**src/rtl/is_uart_tx_arbiter_pkg.sv**
```systemverilog
// Shared UART controller package: frame width, default bit period,
// transmit FSM states and the round-robin pick helper.
package is_pkg_uart_controller;

   localparam int DATA_W           = 8;
   localparam int CLKS_PER_BIT_DEF = 868;

   typedef enum logic [1:0] {
      TX_IDLE,
      TX_START,
      TX_DATA,
      TX_STOP
   } tx_state_t;

   // Index of the winning requester; a tie goes to whoever did not win last.
   function automatic logic rr_pick(
      input logic v0,
      input logic v1,
      input logic last
   );
      if (v0 && v1) return !last;
      return v1;
   endfunction

endpackage

```
**src/rtl/is_uart_tx_arbiter_if.sv**
```systemverilog
// Byte request bundle for the two command paths feeding the UART arbiter.
// master = requester side, slave = arbiter side.
interface is_uart_tx_arbiter_if;
   import is_pkg_uart_controller::*;

   logic              req0_valid_i;
   logic [DATA_W-1:0] req0_data_i;
   logic              req0_ready_o;
   logic              req1_valid_i;
   logic [DATA_W-1:0] req1_data_i;
   logic              req1_ready_o;

   modport master (
      output req0_valid_i,
      output req0_data_i,
      input  req0_ready_o,
      output req1_valid_i,
      output req1_data_i,
      input  req1_ready_o
   );

   modport slave (
      input  req0_valid_i,
      input  req0_data_i,
      output req0_ready_o,
      input  req1_valid_i,
      input  req1_data_i,
      output req1_ready_o
   );

endinterface

```
**src/rtl/is_uart_baud_cnt.sv**
```systemverilog
// Bit-period counter: runs 0..CLKS_PER_BIT-1 while enabled, held at 0 by clear.
// pre_end fires one cycle before bit_end so callers can register end pulses.
module is_uart_baud_cnt #(
   parameter int CLKS_PER_BIT = 868
) (
   input  logic clk_i,
   input  logic rstn_i,
   input  logic clear,
   input  logic enable,
   output logic bit_end,
   output logic pre_end
);

   localparam int CW = $clog2(CLKS_PER_BIT);
   localparam logic [CW-1:0] LAST = CW'(CLKS_PER_BIT - 1);
   localparam logic [CW-1:0] PRE  = CW'(CLKS_PER_BIT - 2);

   logic [CW-1:0] cnt;

   always_ff @(posedge clk_i) begin
      if (!rstn_i || clear) begin
         cnt <= '0;
      end else if (enable) begin
         cnt <= (cnt == LAST) ? '0 : cnt + 1'b1;
      end
   end

   assign bit_end = enable && !clear && (cnt == LAST);
   assign pre_end = enable && !clear && (cnt == PRE);

endmodule

```
**src/rtl/is_uart_tx_arbiter.sv**
```systemverilog
// Round-robin share of one UART TX line between two byte requesters,
// each accepted byte sent as start + DATA_W bits LSB first + stop.
module is_uart_tx_arbiter
   import is_pkg_uart_controller::*;
#(
   parameter int CLKS_PER_BIT = CLKS_PER_BIT_DEF
) (
   input  logic                 clk_i,
   input  logic                 rstn_i,
   is_uart_tx_arbiter_if.slave  req,
   output logic                 tx_o,
   output logic                 busy_o,
   output logic                 grant_o,
   output logic                 frame_done_o
);

   localparam int IDX_W = (DATA_W > 1) ? $clog2(DATA_W) : 1;
   localparam logic [IDX_W-1:0] LAST_IDX = IDX_W'(DATA_W - 1);

   tx_state_t         state;
   logic              last_grant;
   logic              winner;
   logic              xfer;
   logic [DATA_W-1:0] win_data;
   logic [DATA_W-1:0] shift;
   logic [DATA_W-1:0] nxt_shift;
   logic [IDX_W-1:0]  bit_idx;
   logic              bit_end;
   logic              pre_end;

   always_comb begin
      winner   = rr_pick(req.req0_valid_i, req.req1_valid_i, last_grant);
      win_data = winner ? req.req1_data_i : req.req0_data_i;
      req.req0_ready_o = rstn_i && (state == TX_IDLE)
                       && req.req0_valid_i && !winner;
      req.req1_ready_o = rstn_i && (state == TX_IDLE)
                       && req.req1_valid_i && winner;
      xfer      = req.req0_ready_o || req.req1_ready_o;
      nxt_shift = shift >> 1;
   end

   is_uart_baud_cnt #(
      .CLKS_PER_BIT (CLKS_PER_BIT)
   ) u_baud (
      .clk_i   (clk_i),
      .rstn_i  (rstn_i),
      .clear   (state == TX_IDLE),
      .enable  (state != TX_IDLE),
      .bit_end (bit_end),
      .pre_end (pre_end)
   );

   always_ff @(posedge clk_i) begin
      if (!rstn_i) begin
         state        <= TX_IDLE;
         last_grant   <= 1'b1;
         grant_o      <= 1'b0;
         tx_o         <= 1'b1;
         busy_o       <= 1'b0;
         frame_done_o <= 1'b0;
         shift        <= '0;
         bit_idx      <= '0;
      end else begin
         frame_done_o <= 1'b0;
         unique case (state)
            TX_IDLE: begin
               if (xfer) begin
                  state      <= TX_START;
                  shift      <= win_data;
                  grant_o    <= winner;
                  last_grant <= winner;
                  bit_idx    <= '0;
                  tx_o       <= 1'b0;
                  busy_o     <= 1'b1;
               end
            end
            TX_START: begin
               if (bit_end) begin
                  state <= TX_DATA;
                  tx_o  <= shift[0];
               end
            end
            TX_DATA: begin
               if (bit_end) begin
                  shift   <= nxt_shift;
                  bit_idx <= bit_idx + 1'b1;
                  if (bit_idx == LAST_IDX) begin
                     state <= TX_STOP;
                     tx_o  <= 1'b1;
                  end else begin
                     tx_o  <= nxt_shift[0];
                  end
               end
            end
            TX_STOP: begin
               // Registered pulse lands on the final stop-bit cycle.
               if (pre_end) frame_done_o <= 1'b1;
               if (bit_end) begin
                  state  <= TX_IDLE;
                  busy_o <= 1'b0;
               end
            end
         endcase
      end
   end

endmodule

```
**src/flat_wrapper.sv**
```systemverilog
// flat-port wrapper written by rule: the top's interface ports become plain ports
module is_uart_tx_arbiter_flat import is_pkg_uart_controller::*;
#(
   parameter int CLKS_PER_BIT = CLKS_PER_BIT_DEF
)
  (clk_i, rstn_i, tx_o, busy_o, grant_o, frame_done_o, req_req0_valid_i, req_req0_data_i, req_req0_ready_o, req_req1_valid_i, req_req1_data_i, req_req1_ready_o);
  is_uart_tx_arbiter_if req_i ();
  input  logic clk_i;
  input  logic rstn_i;
  output logic tx_o;
  output logic busy_o;
  output logic grant_o;
  output logic frame_done_o;
  input wire logic [$bits(req_i.req0_valid_i)-1:0] req_req0_valid_i;
  input wire logic [$bits(req_i.req0_data_i)-1:0] req_req0_data_i;
  output wire logic [$bits(req_i.req0_ready_o)-1:0] req_req0_ready_o;
  input wire logic [$bits(req_i.req1_valid_i)-1:0] req_req1_valid_i;
  input wire logic [$bits(req_i.req1_data_i)-1:0] req_req1_data_i;
  output wire logic [$bits(req_i.req1_ready_o)-1:0] req_req1_ready_o;
  assign req_i.req0_valid_i = req_req0_valid_i;
  assign req_i.req0_data_i = req_req0_data_i;
  assign req_req0_ready_o = req_i.req0_ready_o;
  assign req_i.req1_valid_i = req_req1_valid_i;
  assign req_i.req1_data_i = req_req1_data_i;
  assign req_req1_ready_o = req_i.req1_ready_o;
  is_uart_tx_arbiter #(.CLKS_PER_BIT(CLKS_PER_BIT)) u_core (.clk_i(clk_i), .rstn_i(rstn_i), .req(req_i), .tx_o(tx_o), .busy_o(busy_o), .grant_o(grant_o), .frame_done_o(frame_done_o));
endmodule
```
**config.mk**
```make
export PLATFORM = sky130hd
export DESIGN_NAME = is_uart_tx_arbiter_flat
export DESIGN_NICKNAME = d
export VERILOG_FILES = /design/src/rtl/is_uart_tx_arbiter_pkg.sv /design/src/rtl/is_uart_tx_arbiter_if.sv /design/src/rtl/is_uart_baud_cnt.sv /design/src/rtl/is_uart_tx_arbiter.sv /design/src/flat_wrapper.sv
export SDC_FILE = /design/constraint.sdc
export NUM_CORES = 1
export LEC_CHECK = 0
export BUFFER_PORTS_ARGS = -buffer_cell sky130_fd_sc_hd__buf_2
export CORE_MARGIN = 2
export CORE_UTILIZATION = 55
export CTS_CLUSTER_DIAMETER = 50
export DETAILED_ROUTE_END_ITERATION = 10
export HOLD_SLACK_MARGIN = 0.03
export PLACE_DENSITY = 0.78
export RECOVER_POWER = 25
export REMOVE_ABC_BUFFERS = 1
export SETUP_SLACK_MARGIN = 0.2
export SYNTH_ARGS = -nofsm -noshare
export SYNTH_HDL_FRONTEND = slang
export SYNTH_SLANG_ARGS = --single-unit
```
**constraint.sdc**
```tcl
create_clock -name clk_i -period 2.45 [get_ports clk_i]
set_input_delay 0.1225 -clock clk_i [delete_from_list [all_inputs] [get_ports clk_i]]
set_output_delay 0.1225 -clock clk_i [all_outputs]
set_load 0.005 [all_outputs]
```
==> flow_metrics.tcl, run 1 <==
set metrics [dict create \
    utilization_pct 64.2 \
    cap_violations 0 \
    place_congestion 0.778 \
    place_hpwl_um 2480 \
    end_kind "register" \
    worstPathArrival_ns 2.40 \
    via_count 1368 \
    cts_sinks 28 \
    endpoint "u_core.shift[5]" \
    vias_per_cell 5.87 \
    fin_setup_tns_ns 0 \
    drt_iter0_drc 36 \
    synth_enable_flop_cells 0 \
    area_growth_pct 12.9 \
    hp-class "in -> reg" \
    cts_made_buffers 3 \
    crit_type "reg -> reg" \
    grt_max_degree 22 \
    r2r_slack_ns 0.33 \
    period_share_pct 86.5 \
    cp-startpoint "u_core.state[0]" \
    nets 233 \
    io_pins 26 \
    synth.avg_cell_area_um2 8.53 \
    clk_latency_ns 0.33 \
    grt-ovfl-total 0 \
    setup_viol 0 \
    timing.final.crit_period_ns 2.12 \
    antenna_found_initial 0 \
    yosys_warnings 0 \
    fmax_mhz 472 \
    place_inst 229 \
    relSlewSlack_pct 61.3 \
    dieWidth_um 56.7 \
    hp-start "rstn_i" \
    wl_per_cell_um 14.4 \
    crit_path_max_fanout 14 \
    io_buffer_count 25 \
    clk_path_buf_depth 2 \
    drcViolationCount 0 \
    startpoint_type "register" \
    ys.flop_type "dfxtp_1" \
    firstDrtPassIters 4 \
    stdcell_count 233 \
    grt_pass1_vias 1363 \
    cts_tree "yes" \
    leakage_nw 0.706 \
    clock_skew_ns 0.00524 \
    die_h_um 56.7 \
    worst_pin_slew_ns 0.575 \
    drt-total-wl_um 3350 \
    status "completed" \
    ys_async_sr_fraction_pct 0 \
    vdd_ir_drop_max_mv 0.722 \
    antenna_cells 0 \
    start_util_pct 56.9 \
    htree_levels 1 \
    finalHoldViolCount 0 \
    p_per_area_nw_per_um2 817 \
    synth_seq_cells 28 \
    grt_pass1_wl_um 5580 \
    r2r_start "u_core.state[0]" \
    clk_pin_slew_ns 0.16 \
    die_area_um2 3220 \
    drive_above_1_share_pct 15.8 \
    cts.root.buffer_cell "clkbuf_4" \
    r2r_cells 6 \
    drv_slew 0 \
    final_cell_mix "nor2_1, dfxtp_1, buf_2, nand3_1, a21oi_1" \
    postRouteAntennaNets 0 \
    grt_use_total_pct 21.6 \
    num_rows 19 \
    seq_area_frac_synth_pct 36.7 \
    rsz0062_at_grt "false" \
    cp.required_ns 2.73 \
    coreArea_um2 2690 \
    r2r-end "u_core.shift[5]" \
    final_common_cell "nor2_1" \
    synthCells 179 \
    synth_cell_types 37 \
    synthesis.area_um2 1530 \
]
stage by stage:
stage                     setup WS, ns  power, mW  hold slack (ns)  area (µm²)
after global routing             0.201       1.50           0.0778        1720
after detailed placement         0.387       1.10            0.418        1670
after CTS                        0.338       1.41           0.0592        1730
after global placement           0.493       1.08            0.409        1670
after floorplan                  0.148      0.945            0.199        1480
final                            0.330       1.41           0.0628        1720
cell usage after synthesis (3+ instances only):
cell      instances  share of area [%]
nor2_1           29                7.1
dfxtp_1          28                 37
a21oi_1          12                3.9
nand3_1          12                3.9
mux2i_1          11                7.2
ha_1             10                8.2
nand2_1          10                2.5
nor3_1            7                2.3
o221ai_1          7                4.0
clkbuf_1          6                1.5
o21ai_0           5                1.6
xnor2_1           5                2.9
and3_1            3                1.2
inv_1             3               0.74
nand4b_1          3                1.7
xor2_1            3                1.7
registers in the layout, indices dropped and copies added (netlist names):
| signal | flops |
|---|---|
| u_core.u_baud.cnt | 10 |
| u_core.shift | 8 |
| u_core.bit_idx | 3 |
| u_core.last_grant | 1 |
| u_core.state | 2 |
| u_core.tx_o | 1 |
| u_core.grant_o | 1 |
| u_core.busy_o | 1 |
| u_core.frame_done_o | 1 |
logic make-up (layout without fill, tap and decap cells):
family | Yosys count | after routing | synth area share (%)
compound gates | 34 | 34 | 14.7
flops | 28 | 28 | 36.7
mux | 11 | 11 | 7.21
simple gates | 73 | 73 | 24.2
xor+xnor | 8 | 8 | 4.59
buf+inv | 15 | 38 | 4.34
fa+ha+maj | 10 | 10 | 8.19
report_power, final:
part	switching (mW)	internal (mW)	total, mW
Clock	0.144	0.166	0.309
Sequential	0.0542	0.529	0.583
Combinational	0.298	0.218	0.516
worst min path at each step:
stage,endpoint,slack (ns),depth (start not counted)
floorplan,u_core.last_grant,0.20,1
global placement,u_core.last_grant,0.41,2
detailed placement,u_core.last_grant,0.42,2
CTS,u_core.last_grant,0.06,2
global route,u_core.last_grant,0.08,2
finish,u_core.last_grant,0.06,2
worst max-delay path: stages, from the launching register on:
cell      delay (ns)
dfxtp_1         0.44
inv_1           0.12
ha_2            0.28
nand2b_1        0.23
nor4_4          0.59
o221ai_1        0.21
a21oi_1         0.18
metal layers:
layer  global-route usage [%]  share of wire, %  vias up
met3                     5.53               5.0        6
met2                     38.7                51       52
met5                        0                 0        -
met4                     6.46               1.4        0
met1                     25.0                43      625
li1                         -                 -      685
final cells by class:
type | instances | area, µm²
Clock buffer | 3 | 22.5
Clock inverter | 1 | 30.0
Fill cell | 226 | 962
Inverter | 5 | 18.8
Multi-Input combinational cell | 136 | 903
Sequential cell | 28 | 561
Tap cell | 31 | 38.8
Timing Repair Buffer | 29 | 150
what timing repair did:
item                                   CTS  global route
buffers inserted                         0             0
gates resized for setup                  0             1
endpoints found under the hold margin    0             0
hold buffers                             0             0
setup endpoints to repair                0             3
Note: power is estimated with default switching activity, not from simulation.
==> run 2: changes to the inputs <==
GPL_TIMING_DRIVEN = 0   (was unset)
REMOVE_ABC_BUFFERS = unset   (was 1)
SKIP_LAST_GASP = 1   (was unset)
==> flow_metrics.tcl, run 2 (same netlist as run 1, synthesis figures left out) <==
set metrics [dict create \
    status "completed" \
    post_dp_cell_area_um2 1690 \
    crit_type "reg -> out" \
    cp.required_ns 2.33 \
    utilization_pct 64.9 \
    final.fill_count 242 \
    antenna_cells 0 \
    cts_setup_buffers 0 \
    rsz0062_at_grt "false" \
    drv_slew 0 \
    fmax_mhz 472 \
    clk_latency_ns 0.33 \
    clk_path_buf_depth 2 \
    largest-register "u_core.u_baud.cnt" \
    design_area_um2 1740 \
    place_inst 235 \
    p_per_area_nw_per_um2 805 \
    timing.hold.ws_ns 0.124 \
    place_hpwl_um 2390 \
    hp-class "in -> reg" \
    dieWidth_um 56.7 \
    routed-wl-met2_um 1690 \
    clk_pin_slew_ns 0.14 \
    cap_violations 0 \
    cts_sinks 28 \
    stdcell_count 239 \
    cts.root.buffer_cell "clkbuf_4" \
    die_h_um 56.7 \
    antenna_found_initial 0 \
    largest_reg_flops 10 \
    num_rows 19 \
    fin_setup_tns_ns 0 \
    clock_skew_ns 0.00765 \
    io_buffer_count 25 \
    io_pins 26 \
    firstDrtPassIters 4 \
    setup_viol 0 \
    relSlewSlack_pct 43.3 \
    crit_path_max_fanout 10 \
    startpoint_type "register" \
    die_area_um2 3220 \
    final_common_cell "nor2_1" \
    cts_made_buffers 3 \
    largest_registers "u_core.u_baud.cnt (10), u_core.shift (8), u_core.bit_idx (3)" \
    grt_max_degree 17 \
    grt-ovfl-total 0 \
    timing.final.crit_period_ns 2.12 \
    wl_per_cell_um 13.8 \
    nets 239 \
    area_growth_pct 14.2 \
    postRouteAntennaNets 0 \
    end_kind "output pin" \
    place_congestion 0.768 \
    cts_resized 0 \
    worst_pin_slew_ns 0.843 \
    top_layer_used "met4" \
    htree_levels 1 \
    m1WireLength_um 1460 \
    leakage_nw 0.721 \
    cts_tree "yes" \
    drcViolationCount 0 \
    drive_above_1_share_pct 16.3 \
    start_util_pct 56.9 \
    grt_pass1_wl_um 5790 \
    grt_use_total_pct 22.3 \
    grt_pass1_vias 1387 \
    final_cell_mix "nor2_1, dfxtp_1, buf_2, nand3_1, a21oi_1" \
    worstPathArrival_ns 2.00 \
    wl_met3_um 134 \
    cts_hold_buffers 0 \
    drt_iter0_drc 72 \
    via_count 1404 \
    finalHoldViolCount 0 \
    syn_nets 209 \
    drt-total-wl_um 3300 \
    period_share_pct 86.4 \
    coreArea_um2 2690 \
    vias_per_cell 5.87 \
    vdd_ir_drop_max_mv 0.486 \
]
## run 2: critical path, cell delays in order, from the launching register on
cell and delay (ns):
dfxtp_1 0.35, a21boi_0 0.35, clkbuf_1 0.59, and3_1 0.26, buf_2 0.11
## run 2: cell type report
| type | count | area (µm²) | share of cell area [%] |
|---|---|---|---|
| Clock inverter | 1 | 30.0 | 1.72 |
| Sequential cell | 28 | 561 | 32.1 |
| Clock buffer | 3 | 22.5 | 1.29 |
| Tap cell | 31 | 38.8 | 2.22 |
| Timing Repair Buffer | 25 | 124 | 7.10 |
| Multi-Input combinational cell | 136 | 901 | 51.7 |
| Inverter | 5 | 18.8 | 1.08 |
| Buffer | 10 | 48.8 | 2.80 |
## run 2: worst paths after layout
path                                        start  cells past startpoint                end  slack (ns)
worst min register to register    u_core.shift[0]                      2    u_core.shift[0]        0.48
worst max register to register    u_core.state[0]                      6    u_core.shift[4]        0.36
worst max-delay path            u_core.last_grant                      4   req_req1_ready_o        0.33
worst min-delay path             req_req1_valid_i                      3  u_core.last_grant        0.12
## run 2: layer usage
layer / track usage (%) / vias to the layer above
met5: 0 / -
met4: 9.52 / 0
met3: 1.84 / 2
met2: 39.0 / 33
met1: 27.8 / 669
li1: - / 700
## run 2: metrics by stage
step | worst slack (ns) | total power, mW
3_3_place_gp | 0.396 | 1.08
3_5_place_dp | 0.347 | 1.10
5_1_grt | 0.208 | 1.50
2_1_floorplan | 0.567 | 0.961
6_report | 0.332 | 1.40
4_1_cts | 0.319 | 1.41
## run 2: report_power, final
| group | internal [mW] | switching (mW) |
|---|---|---|
| sequential | 0.528 | 0.0525 |
| combinational | 0.213 | 0.306 |
| clock | 0.166 | 0.138 |
| total | 0.908 | 0.497 |
==> run 3: changes to the inputs <==
SETUP_SLACK_MARGIN = 0.4   (was 0.2)
==> flow_metrics.tcl, run 3 (same netlist as run 1, synthesis figures left out) <==
set metrics [dict create \
    start_util_pct 56.9 \
    critPathSlowestCell "dfxtp_1" \
    setup_viol 0 \
    die_area_um2 3220 \
    min_to "u_core.last_grant" \
    drt-total-wl_um 3320 \
    place_hpwl_um 2390 \
    largest_registers "u_core.u_baud.cnt (10), u_core.shift (8), u_core.bit_idx (3)" \
    htree_levels 1 \
    area_growth_pct 15.3 \
    worst_pin_slew_ns 0.492 \
    r2r_slack_ns 0.47 \
    finalPower_mw 1.41 \
    grt_max_degree 17 \
    cap_violations 0 \
    drcViolationCount 0 \
    grt_pass1_wl_um 5820 \
    clock_skew_ns 0.00633 \
    min_path_cells 3 \
    syn_nets 209 \
    final_common_cell "nor2_1" \
    nets 240 \
    crit_family "buffers and inverters" \
    grt_use_total_pct 22.4 \
    path_buf_inv 3 \
    largest_reg_flops 10 \
    r2r_start "u_core.u_baud.cnt[2]" \
    antenna_cells 0 \
    finalHoldViolCount 0 \
    rsz0062_at_grt "false" \
    end_kind "output pin" \
    firstDrtPassIters 4 \
    num_rows 19 \
    place_congestion 0.768 \
    drv_slew 0 \
    clk_latency_ns 0.33 \
    io_pins 26 \
    largest-register "u_core.u_baud.cnt" \
    crit_path_max_fanout 10 \
    cts_tree "yes" \
    status "completed" \
    post_dp_cell_area_um2 1690 \
    design_area_um2 1760 \
    timing.final.crit_period_ns 2.08 \
    die_h_um 56.7 \
    cts.root.buffer_cell "clkbuf_4" \
    p_per_area_nw_per_um2 803 \
    r2r-end "u_core.shift[5]" \
    utilization_pct 65.6 \
    r2r_cells 6 \
    fmax_mhz 481 \
    hp-class "in -> reg" \
    clk_pin_slew_ns 0.15 \
    vias_per_cell 5.81 \
    coreArea_um2 2690 \
    drt_iter0_drc 69 \
    dieWidth_um 56.7 \
    cts_made_buffers 3 \
    final_cell_mix "nor2_1, dfxtp_1, buf_2, nand3_1, a21oi_1" \
    final.fill_count 237 \
    crit_path_cell_trace "inv_1 -> ha_1 -> clkbuf_1 -> nand2_1 -> nor3_1 -> buf_2" \
    wl_per_cell_um 13.9 \
    worstPathArrival_ns 1.96 \
    leakage_nw 0.737 \
    cts_sinks 28 \
    relSlewSlack_pct 67.0 \
    grt-ovfl-total 0 \
    clk_path_buf_depth 2 \
    vdd_ir_drop_max_mv 0.504 \
    cp.required_ns 2.33 \
    via_count 1394 \
    crit_type "reg -> out" \
    critPathMaxStageDelay_ns 0.39 \
    drive_above_1_share_pct 18.7 \
    postRouteAntennaNets 0 \
    fin_setup_tns_ns 0 \
    period_share_pct 84.9 \
    startpoint_type "register" \
    grt_pass1_vias 1387 \
    io_buffer_count 25 \
    hp-start "req_req1_valid_i" \
    antenna_found_initial 0 \
]
[run 3: cell types whose count changed in the layout (fill, tap and decap cells not counted)]
cell / delta
inv_4: +1
buf_2: +1
clkbuf_1: -2
clkbuf_2: +1
buf_4: +1
nor3_2: +1
nor3_1: -1
clkinv_1: -1
[run 3: layout make-up]
type	count	area, µm²	share of cell area, %
Clock inverter	1	30.0	1.70
Inverter	5	21.3	1.21
Sequential cell	28	561	31.8
Tap cell	31	38.8	2.20
Multi-Input combinational cell	136	906	51.4
Timing Repair Buffer	26	131	7.46
Clock buffer	3	22.5	1.28
Buffer	10	51.3	2.91
[run 3: how the worst max path moves through the flow]
stage                          from           endpoint  slack (ns)  cells after the start
5_1_grt             u_core.state[0]   req_req0_ready_o        0.24                      6
4_1_cts             u_core.state[0]   req_req0_ready_o        0.42                      6
3_5_place_dp        u_core.state[0]    u_core.shift[6]        0.35                      8
3_3_place_gp        u_core.state[0]    u_core.shift[4]        0.40                      6
2_1_floorplan  u_core.u_baud.cnt[2]  u_core.bit_idx[1]        0.57                      6
6_report            u_core.state[0]   req_req0_ready_o        0.37                      6
[run 3: through the flow]
step                      hold WS, ns  instances  worst slack (ns)
after floorplan                 0.309        179             0.567
after global placement          0.443        235             0.396
after detailed placement        0.455        235             0.347
after CTS                       0.116        240             0.423
after global routing            0.149        240             0.245
final                           0.121        240             0.370
[run 3: power by group]
group | switching [mW] | internal [mW] | total [mW]
logic | 0.310 | 0.219 | 0.528
clock network | 0.139 | 0.166 | 0.304
registers | 0.0533 | 0.528 | 0.582
total | 0.502 | 0.913 | 1.41
[run 3: worst min-delay path, cell delays in order]
cell and delay [ns]:
buf_2 0.11, a21oi_1 0.06, o21ai_0 0.13
[run 3: per-layer routing]
layer	track usage (%)	vias up	share of wire [%]
met2	39.7	25	51
met5	0	-	0
met3	1.84	7	2.8
li1	-	697	-
met4	8.84	0	1.6
met1	27.9	665	45
[run 3: timing repair]
item / in CTS / in global routing
setup endpoints to repair: 11 / 11
pin swaps: 1 / 0
resized for setup: 4 / 5
hold buffers: 0 / 0
buffers inserted: 1 / 0
